===== src/rtl/ram_access_arbiter_if.sv =====
// ram_access_arbiter_if
// ---------------------
// Bundles the two requester handshakes and the RAM-side bus so that they can
// be passed around as a single port.
//
// Requester side (per port n = 1, 2):
//   reqn, wen, addrn, wdatan : request, write enable, address, write data
//   gntn                     : registered grant back to the requester
//   rdatan, rvalidn          : read data and its valid strobe
// RAM side:
//   ram_CE, ram_WE           : chip enable / write enable
//   ram_address              : RAM address
//   ram_data_output          : write data to the RAM
//   ram_data_input           : RAM read data, one cycle after a read
// Status:
//   busy                     : arbiter currently owned by a port
//
// Modports:
//   slave  : the arbiter itself
//   master : the environment (requesters plus RAM)
interface ram_access_arbiter_if #(
    parameter int DATA_WIDTH    = 8,
    parameter int ADDRESS_WIDTH = 17
);
    logic                     req1;
    logic                     req2;
    logic                     we1;
    logic                     we2;
    logic [ADDRESS_WIDTH-1:0] addr1;
    logic [ADDRESS_WIDTH-1:0] addr2;
    logic [DATA_WIDTH-1:0]    wdata1;
    logic [DATA_WIDTH-1:0]    wdata2;
    logic                     gnt1;
    logic                     gnt2;
    logic [DATA_WIDTH-1:0]    rdata1;
    logic [DATA_WIDTH-1:0]    rdata2;
    logic                     rvalid1;
    logic                     rvalid2;
    logic                     ram_CE;
    logic                     ram_WE;
    logic [ADDRESS_WIDTH-1:0] ram_address;
    logic [DATA_WIDTH-1:0]    ram_data_output;
    logic [DATA_WIDTH-1:0]    ram_data_input;
    logic                     busy;

    modport slave (
        input  req1, req2, we1, we2, addr1, addr2, wdata1, wdata2,
        input  ram_data_input,
        output gnt1, gnt2, rdata1, rdata2, rvalid1, rvalid2,
        output ram_CE, ram_WE, ram_address, ram_data_output, busy
    );

    modport master (
        output req1, req2, we1, we2, addr1, addr2, wdata1, wdata2,
        output ram_data_input,
        input  gnt1, gnt2, rdata1, rdata2, rvalid1, rvalid2,
        input  ram_CE, ram_WE, ram_address, ram_data_output, busy
    );
endinterface


===== src/rtl/ram_access_arbiter.sv =====
// ram_access_arbiter
// ------------------
// Time-multiplexes one single-port synchronous RAM between the decoder
// (port 1) and the filter (port 2). Grants are registered, ties are broken
// round-robin, and an owner is forced to yield after MAX_BURST consecutive
// accesses while the other port is waiting. Read data is returned with a
// per-port valid strobe one cycle after the read access.
//
// Ports:
//   clk    : system clock, rising edge
//   rst    : asynchronous, active-high reset
//   io_bus : requester handshakes and RAM bus (ram_access_arbiter_if.slave)
module ram_access_arbiter #(
    parameter int DATA_WIDTH    = 8,
    parameter int ADDRESS_WIDTH = 17,
    parameter int MAX_BURST     = 16
) (
    input  logic                   clk,
    input  logic                   rst,
    ram_access_arbiter_if.slave    io_bus
);

    localparam int CNT_W = $clog2(MAX_BURST + 1);
    localparam logic [CNT_W-1:0] BURST_LIMIT = CNT_W'(MAX_BURST);

    localparam logic PORT1 = 1'b0;
    localparam logic PORT2 = 1'b1;

    typedef enum logic [1:0] {
        IDLE,
        OWN1,
        OWN2
    } state_t;

    state_t           r_state;
    state_t           w_nextState;
    logic [CNT_W-1:0] r_burstCnt;
    logic [CNT_W-1:0] w_nextBurstCnt;
    logic [CNT_W-1:0] w_burstCntInc;
    logic             r_lastServed;
    logic             w_nextLastServed;
    logic             r_rvalid1;
    logic             r_rvalid2;

    logic             w_access1;
    logic             w_access2;
    logic             w_ownerReq;
    logic             w_otherReq;
    state_t           w_otherState;
    logic             w_ownerPort;

    // An access is a granted cycle in which the owner is still requesting.
    assign w_access1 = io_bus.req1 && (r_state == OWN1);
    assign w_access2 = io_bus.req2 && (r_state == OWN2);

    // Owner/other view of the two ports, so OWN1 and OWN2 share one branch.
    assign w_ownerReq    = (r_state == OWN1) ? io_bus.req1 : io_bus.req2;
    assign w_otherReq    = (r_state == OWN1) ? io_bus.req2 : io_bus.req1;
    assign w_otherState  = (r_state == OWN1) ? OWN2 : OWN1;
    assign w_ownerPort   = (r_state == OWN1) ? PORT1 : PORT2;
    assign w_burstCntInc = r_burstCnt + CNT_W'(1);

    // State, burst counter, round-robin memory and read-valid pipeline.
    // Reset clears everything at once, dropping any in-flight read valid.
    always_ff @(posedge clk or posedge rst) begin
        if (rst) begin
            r_state      <= IDLE;
            r_burstCnt   <= '0;
            r_lastServed <= PORT2;
            r_rvalid1    <= 1'b0;
            r_rvalid2    <= 1'b0;
        end else begin
            r_state      <= w_nextState;
            r_burstCnt   <= w_nextBurstCnt;
            r_lastServed <= w_nextLastServed;
            r_rvalid1    <= w_access1 && !io_bus.we1;
            r_rvalid2    <= w_access2 && !io_bus.we2;
        end
    end

    // Next-state logic. Release (owner drops req) takes priority over the
    // burst limit; a release cycle has no access, so the counter never
    // reaches the limit on that cycle anyway. When the limit is reached with
    // nobody waiting the counter simply restarts and ownership continues.
    always_comb begin
        w_nextState      = r_state;
        w_nextBurstCnt   = r_burstCnt;
        w_nextLastServed = r_lastServed;
        case (r_state)
            IDLE: begin
                w_nextBurstCnt = '0;
                if (io_bus.req1 && io_bus.req2) begin
                    w_nextState = (r_lastServed == PORT2) ? OWN1 : OWN2;
                end else if (io_bus.req1) begin
                    w_nextState = OWN1;
                end else if (io_bus.req2) begin
                    w_nextState = OWN2;
                end
            end
            OWN1, OWN2: begin
                if (!w_ownerReq) begin
                    w_nextState      = w_otherReq ? w_otherState : IDLE;
                    w_nextBurstCnt   = '0;
                    w_nextLastServed = w_ownerPort;
                end else if (w_burstCntInc == BURST_LIMIT) begin
                    w_nextBurstCnt = '0;
                    if (w_otherReq) begin
                        w_nextState      = w_otherState;
                        w_nextLastServed = w_ownerPort;
                    end
                end else begin
                    w_nextBurstCnt = w_burstCntInc;
                end
            end
            default: begin
                w_nextState    = IDLE;
                w_nextBurstCnt = '0;
            end
        endcase
    end

    // RAM drive is gated by the access, so reset forces it to zero directly.
    assign io_bus.ram_CE          = w_access1 || w_access2;
    assign io_bus.ram_WE          = (w_access1 && io_bus.we1) || (w_access2 && io_bus.we2);
    assign io_bus.ram_address     = w_access1 ? io_bus.addr1  :
                                    w_access2 ? io_bus.addr2  : '0;
    assign io_bus.ram_data_output = w_access1 ? io_bus.wdata1 :
                                    w_access2 ? io_bus.wdata2 : '0;

    assign io_bus.gnt1    = (r_state == OWN1);
    assign io_bus.gnt2    = (r_state == OWN2);
    assign io_bus.busy    = (r_state != IDLE);
    assign io_bus.rvalid1 = r_rvalid1;
    assign io_bus.rvalid2 = r_rvalid2;
    assign io_bus.rdata1  = r_rvalid1 ? io_bus.ram_data_input : '0;
    assign io_bus.rdata2  = r_rvalid2 ? io_bus.ram_data_input : '0;

endmodule


===== src/flat_wrapper.sv =====
// flat-port wrapper written by rule: the top's interface ports become plain ports
module ram_access_arbiter_flat 
#(
    parameter int DATA_WIDTH    = 8,
    parameter int ADDRESS_WIDTH = 17,
    parameter int MAX_BURST     = 16
)
  (clk, rst, io_bus_req1, io_bus_req2, io_bus_we1, io_bus_we2, io_bus_addr1, io_bus_addr2, io_bus_wdata1, io_bus_wdata2, io_bus_ram_data_input, io_bus_gnt1, io_bus_gnt2, io_bus_rdata1, io_bus_rdata2, io_bus_rvalid1, io_bus_rvalid2, io_bus_ram_CE, io_bus_ram_WE, io_bus_ram_address, io_bus_ram_data_output, io_bus_busy);
  ram_access_arbiter_if #(.DATA_WIDTH(DATA_WIDTH), .ADDRESS_WIDTH(ADDRESS_WIDTH)) io_bus_i ();
  input  logic clk;
  input  logic rst;
  input wire logic [$bits(io_bus_i.req1)-1:0] io_bus_req1;
  input wire logic [$bits(io_bus_i.req2)-1:0] io_bus_req2;
  input wire logic [$bits(io_bus_i.we1)-1:0] io_bus_we1;
  input wire logic [$bits(io_bus_i.we2)-1:0] io_bus_we2;
  input wire logic [$bits(io_bus_i.addr1)-1:0] io_bus_addr1;
  input wire logic [$bits(io_bus_i.addr2)-1:0] io_bus_addr2;
  input wire logic [$bits(io_bus_i.wdata1)-1:0] io_bus_wdata1;
  input wire logic [$bits(io_bus_i.wdata2)-1:0] io_bus_wdata2;
  input wire logic [$bits(io_bus_i.ram_data_input)-1:0] io_bus_ram_data_input;
  output wire logic [$bits(io_bus_i.gnt1)-1:0] io_bus_gnt1;
  output wire logic [$bits(io_bus_i.gnt2)-1:0] io_bus_gnt2;
  output wire logic [$bits(io_bus_i.rdata1)-1:0] io_bus_rdata1;
  output wire logic [$bits(io_bus_i.rdata2)-1:0] io_bus_rdata2;
  output wire logic [$bits(io_bus_i.rvalid1)-1:0] io_bus_rvalid1;
  output wire logic [$bits(io_bus_i.rvalid2)-1:0] io_bus_rvalid2;
  output wire logic [$bits(io_bus_i.ram_CE)-1:0] io_bus_ram_CE;
  output wire logic [$bits(io_bus_i.ram_WE)-1:0] io_bus_ram_WE;
  output wire logic [$bits(io_bus_i.ram_address)-1:0] io_bus_ram_address;
  output wire logic [$bits(io_bus_i.ram_data_output)-1:0] io_bus_ram_data_output;
  output wire logic [$bits(io_bus_i.busy)-1:0] io_bus_busy;
  assign io_bus_i.req1 = io_bus_req1;
  assign io_bus_i.req2 = io_bus_req2;
  assign io_bus_i.we1 = io_bus_we1;
  assign io_bus_i.we2 = io_bus_we2;
  assign io_bus_i.addr1 = io_bus_addr1;
  assign io_bus_i.addr2 = io_bus_addr2;
  assign io_bus_i.wdata1 = io_bus_wdata1;
  assign io_bus_i.wdata2 = io_bus_wdata2;
  assign io_bus_i.ram_data_input = io_bus_ram_data_input;
  assign io_bus_gnt1 = io_bus_i.gnt1;
  assign io_bus_gnt2 = io_bus_i.gnt2;
  assign io_bus_rdata1 = io_bus_i.rdata1;
  assign io_bus_rdata2 = io_bus_i.rdata2;
  assign io_bus_rvalid1 = io_bus_i.rvalid1;
  assign io_bus_rvalid2 = io_bus_i.rvalid2;
  assign io_bus_ram_CE = io_bus_i.ram_CE;
  assign io_bus_ram_WE = io_bus_i.ram_WE;
  assign io_bus_ram_address = io_bus_i.ram_address;
  assign io_bus_ram_data_output = io_bus_i.ram_data_output;
  assign io_bus_busy = io_bus_i.busy;
  ram_access_arbiter #(.DATA_WIDTH(DATA_WIDTH), .ADDRESS_WIDTH(ADDRESS_WIDTH), .MAX_BURST(MAX_BURST)) u_core (.clk(clk), .rst(rst), .io_bus(io_bus_i));
endmodule

===== config.mk =====
export PLATFORM = sky130hd
export DESIGN_NAME = ram_access_arbiter_flat
export DESIGN_NICKNAME = d
export VERILOG_FILES = /design/src/rtl/ram_access_arbiter_if.sv /design/src/rtl/ram_access_arbiter.sv /design/src/flat_wrapper.sv
export SDC_FILE = /design/constraint.sdc
export NUM_CORES = 1
export LEC_CHECK = 0
export ABC_AREA = 0
export BUFFER_PORTS_ARGS = -buffer_cell sky130_fd_sc_hd__buf_2
export CORE_UTILIZATION = 37
export CTS_CLUSTER_SIZE = 24
export DETAILED_ROUTE_END_ITERATION = 10
export PLACE_DENSITY = 0.89
export SLEW_MARGIN = 10
export SYNTH_ARGS = -nofsm -noshare
export SYNTH_HDL_FRONTEND = slang
export SYNTH_SLANG_ARGS = --single-unit

===== constraint.sdc =====
create_clock -name clk -period 3.6 [get_ports clk]
set_input_delay 1.08 -clock clk [delete_from_list [all_inputs] [get_ports clk]]
set_output_delay 1.08 -clock clk [all_outputs]
set_load 0.02 [all_outputs]

==> impl_metrics.sql <==
INSERT INTO impl_metrics (metric_group, metric, value, unit) VALUES
('clock_tree', 'cts-buffers-inserted', '3', ''),
('grt', 'grt_first_pass_wirelength', '4.54', 'mm'),
('floorplanning', 'row_count', '18', ''),
('setup_path', 'timing_worst_setup_path_type', 'in2out', ''),
('clock_tree', 'worst_skew_pair.late_latency', '0.27', 'ns'),
('setup_path', 'cpLargestDelayFamily', 'buffers and inverters', ''),
('yosys', 'syn-instance-count', '120', ''),
('yosys', 'synthesis.nets', '189', ''),
('yosys', 'synth-edff-count', '0', ''),
('power_and_ir_drop', 'power.share.switching', '48.5', '%'),
('floorplanning', 'die_w', '54.5', 'um'),
('final_layout', 'drive_above_1_share', '53.5', '%'),
('drt', 'firstDrtPassIters', '4', ''),
('grt', 'gr-usage-all-layers', '21.1', '%'),
('timing', 'setup_total_negative_slack', '0', 'ns'),
('final_layout', 'top_library_cells_by_usage_in_the_layout_fill_and_taps_aside', '111 x sky130_fd_sc_hd__buf_2, 25 x sky130_fd_sc_hd__a22o_1, 18 x sky130_fd_sc_hd__and2_1, 9 x sky130_fd_sc_hd__dfrtp_1, 8 x sky130_fd_sc_hd__nand2_1', ''),
('timing', 'layout_min_cycle_time', '3.24', 'ns'),
('setup_path', 'path_max_fanout', '24', ''),
('timing', 'fmaxAchievable', '308', 'MHz'),
('clock_tree', 'cts-root-to-sink-buffers', '2', ''),
('yosys', 'synth_cell_type_count', '37', ''),
('yosys', 'number_of_register_bits_inferred_by_synthesis', '10', ''),
('hold_path', 'worstHoldPathType', 'reg2reg', ''),
('setup_path', 'critPathBufInv', '3', ''),
('timing', 'slew_violations', '0', ''),
('clock_tree', 'buffers_inserted_by_post_cts_timing_repair', '0', ''),
('grt', 'grt_start_max_net_pins', '26', ''),
('timing', 'setup_viol_count_final', '0', ''),
('yosys', 'synth_top_area_share', '22.1', '%'),
('run_status', 'status', 'finished, final reports clean', ''),
('yosys', 'seq_area_frac_synth', '24.7', '%'),
('final_layout', 'layout.cells.non_filler', '260', ''),
('grt', 'grt_antenna_before_repair', '0', ''),
('setup_path', 'max_stage_delay', '0.28', 'ns'),
('power_and_ir_drop', 'leakage', '0.964', 'nW'),
('setup_path', 'critPathSlowestCell', 'sky130_fd_sc_hd__buf_4', ''),
('yosys', 'synth_area', '1020', 'um^2'),
('timing', 'grt_setup_unrepaired', 'false', ''),
('power_and_ir_drop', 'power_switching', '0.000404', 'W'),
('clock_tree', 'numClockSinks', '10', ''),
('clock_tree', 'cts.root.buffer_cell', 'sky130_fd_sc_hd__clkbuf_4', ''),
('clock_tree', 'tritoncts_clock_tree', 'done', ''),
('yosys', 'synthTopCellsByArea', 'sky130_fd_sc_hd__dfrtp_1 22%, sky130_fd_sc_hd__a22o_1 21%, sky130_fd_sc_hd__and2_1 11%', ''),
('drt', 'vias_per_cell', '5.09', ''),
('timing', 'finalHoldViolations', '0', ''),
('final_layout', 'finalNetCount', '300', ''),
('setup_path', 'crit_arrival', '2.16', 'ns'),
('power_and_ir_drop', 'cellPowerDensity', '514', 'nW/um^2'),
('power_and_ir_drop', 'total_power', '0.000832', 'W'),
('timing', 'fin_skew', '0.00558', 'ns'),
('clock_tree', 'ctsHtreeMaxLevel', '1', ''),
('place', 'routability_congestion_estimate_from_global_placement', '0.838', ''),
('floorplanning', 'initial_core_util', '40.1', '%'),
('yosys', 'syn_avg_cell_area', '8.50', 'um^2'),
('drt', 'first_iter_violations', '17', ''),
('timing', 'slew_headroom', '74.6', '%'),
('floorplanning', 'fp.dieH', '54.5', 'um'),
('timing', 'finalCritPeriodShare', '90.1', '%'),
('clock_tree', 'postCtsHoldBufs', '0', ''),
('power_and_ir_drop', 'pwr-share-seq', '20.0', '%'),
('drt', 'dr_total_vias', '1324', ''),
('floorplanning', 'die_area', '2970', 'um^2'),
('place', 'port-buffer-count', '111', ''),
('place', 'place.detailed.hpwl', '2.80', 'mm'),
('setup_path', 'startpoint_type', 'input port', ''),
('yosys', 'yosys_warnings', '0', ''),
('final_layout', 'most_common_library_cell_in_the_layout_ignoring_fill_and_taps', 'sky130_fd_sc_hd__buf_2', ''),
('final_layout', 'antennaDiodeCount', '0', ''),
('grt', 'overflow', '0', ''),
('drt', 'drcViolationCount', '0', ''),
('yosys', 'asyncSetResetFlopFracSynth', '100', '%');
## metal layers
metal | GRT usage [%] | vias to the layer above | wire, um
li1 | - | 669 | -
met1 | 26.0 | 597 | 1400
met2 | 38.2 | 56 | 1690
met3 | 3.61 | 2 | 313
met4 | 3.85 | 0 | 12
met5 | 0 | - | 0
## final cells by class
type / count / area, um^2
multi-input cells: 96 / 697
inverters: 7 / 26.3
fillers: 236 / 926
well taps: 30 / 37.5
repair buffers: 113 / 571
clock buffers: 4 / 36.3
flip-flops and latches: 10 / 251
## path summary, 6_finish.rpt
check / end / slack, ns / cells after the start / start
max in group asynchronous: u_core.r_lastServed / 2.52 / 2 / rst
hold reg to reg: u_core.r_lastServed / 0.52 / 2 / u_core.r_lastServed
setup reg to reg: u_core.r_state[0] / 1.59 / 6 / u_core.r_state[1]
min in group asynchronous: u_core.r_burstCnt[2] / 0.77 / 2 / rst
setup / recovery: io_bus_ram_address[13] / 0.36 / 5 / io_bus_req1
hold / removal: u_core.r_lastServed / 0.52 / 2 / u_core.r_lastServed
## power groups by stage
stage	clock network [W]	logic (W)	registers (W)
floorplan	0	0.000395	0.000164
global placement	0	0.000554	0.000167
detailed placement	0	0.000562	0.000168
CTS	0.000104	0.000563	0.000166
global route	0.000109	0.000615	0.000172
finish	0.000102	0.000564	0.000167
## worst reg2reg max path: stages (launching register included)
cell and delay [ns]:
sky130_fd_sc_hd__dfrtp_1 0.42, sky130_fd_sc_hd__inv_1 0.09, sky130_fd_sc_hd__ha_1 0.33, sky130_fd_sc_hd__mux2i_2 0.29
sky130_fd_sc_hd__o32ai_1 0.14, sky130_fd_sc_hd__or4_1 0.51, sky130_fd_sc_hd__o22ai_1 0.14
## cell families after synthesis
family	after synthesis	share of synthesized area, %
adders and majority gates	5	6.13
and+or+nand+nor	45	24.4
buffers and inverters	14	6.99
muxes	1	1.35
xor gates and xnor gates	2	1.72
DFF	10	24.7
AOI/OAI and AO/OA	43	34.7
## sequential cells by signal, indices dropped and copies added, names as in the netlist
name	count
u_core.r_lastServed	1
u_core.r_burstCnt	5
u_core.r_state	2
u_core.io_bus.rvalid1	1
u_core.io_bus.rvalid2	1
## synth_stat cells, types with 2 or more instances
library cell and instances:
sky130_fd_sc_hd__o22ai_1 2, sky130_fd_sc_hd__nand2_1 8, sky130_fd_sc_hd__nor2b_1 2, sky130_fd_sc_hd__buf_2 3, sky130_fd_sc_hd__buf_6 2, sky130_fd_sc_hd__and2_1 18
sky130_fd_sc_hd__ha_1 5, sky130_fd_sc_hd__a31oi_1 2, sky130_fd_sc_hd__a32o_1 3, sky130_fd_sc_hd__nor2_1 7, sky130_fd_sc_hd__inv_1 7, sky130_fd_sc_hd__a21oi_1 3
sky130_fd_sc_hd__o32ai_1 2, sky130_fd_sc_hd__a22o_1 25, sky130_fd_sc_hd__dfrtp_1 9
## through the flow
step	hold WS [ns]	util [%]	setup WS (ns)	instance area, um^2
finish	0.524	63.6	0.355	1620
CTS	0.527	63.6	0.359	1620
floorplan	0.492	-	0.509	1020
global route	0.540	63.6	0.246	1620
detailed placement	0.517	62.2	0.352	1580
global placement	0.508	62.2	0.377	1580
(Power assumes the default switching activity.)
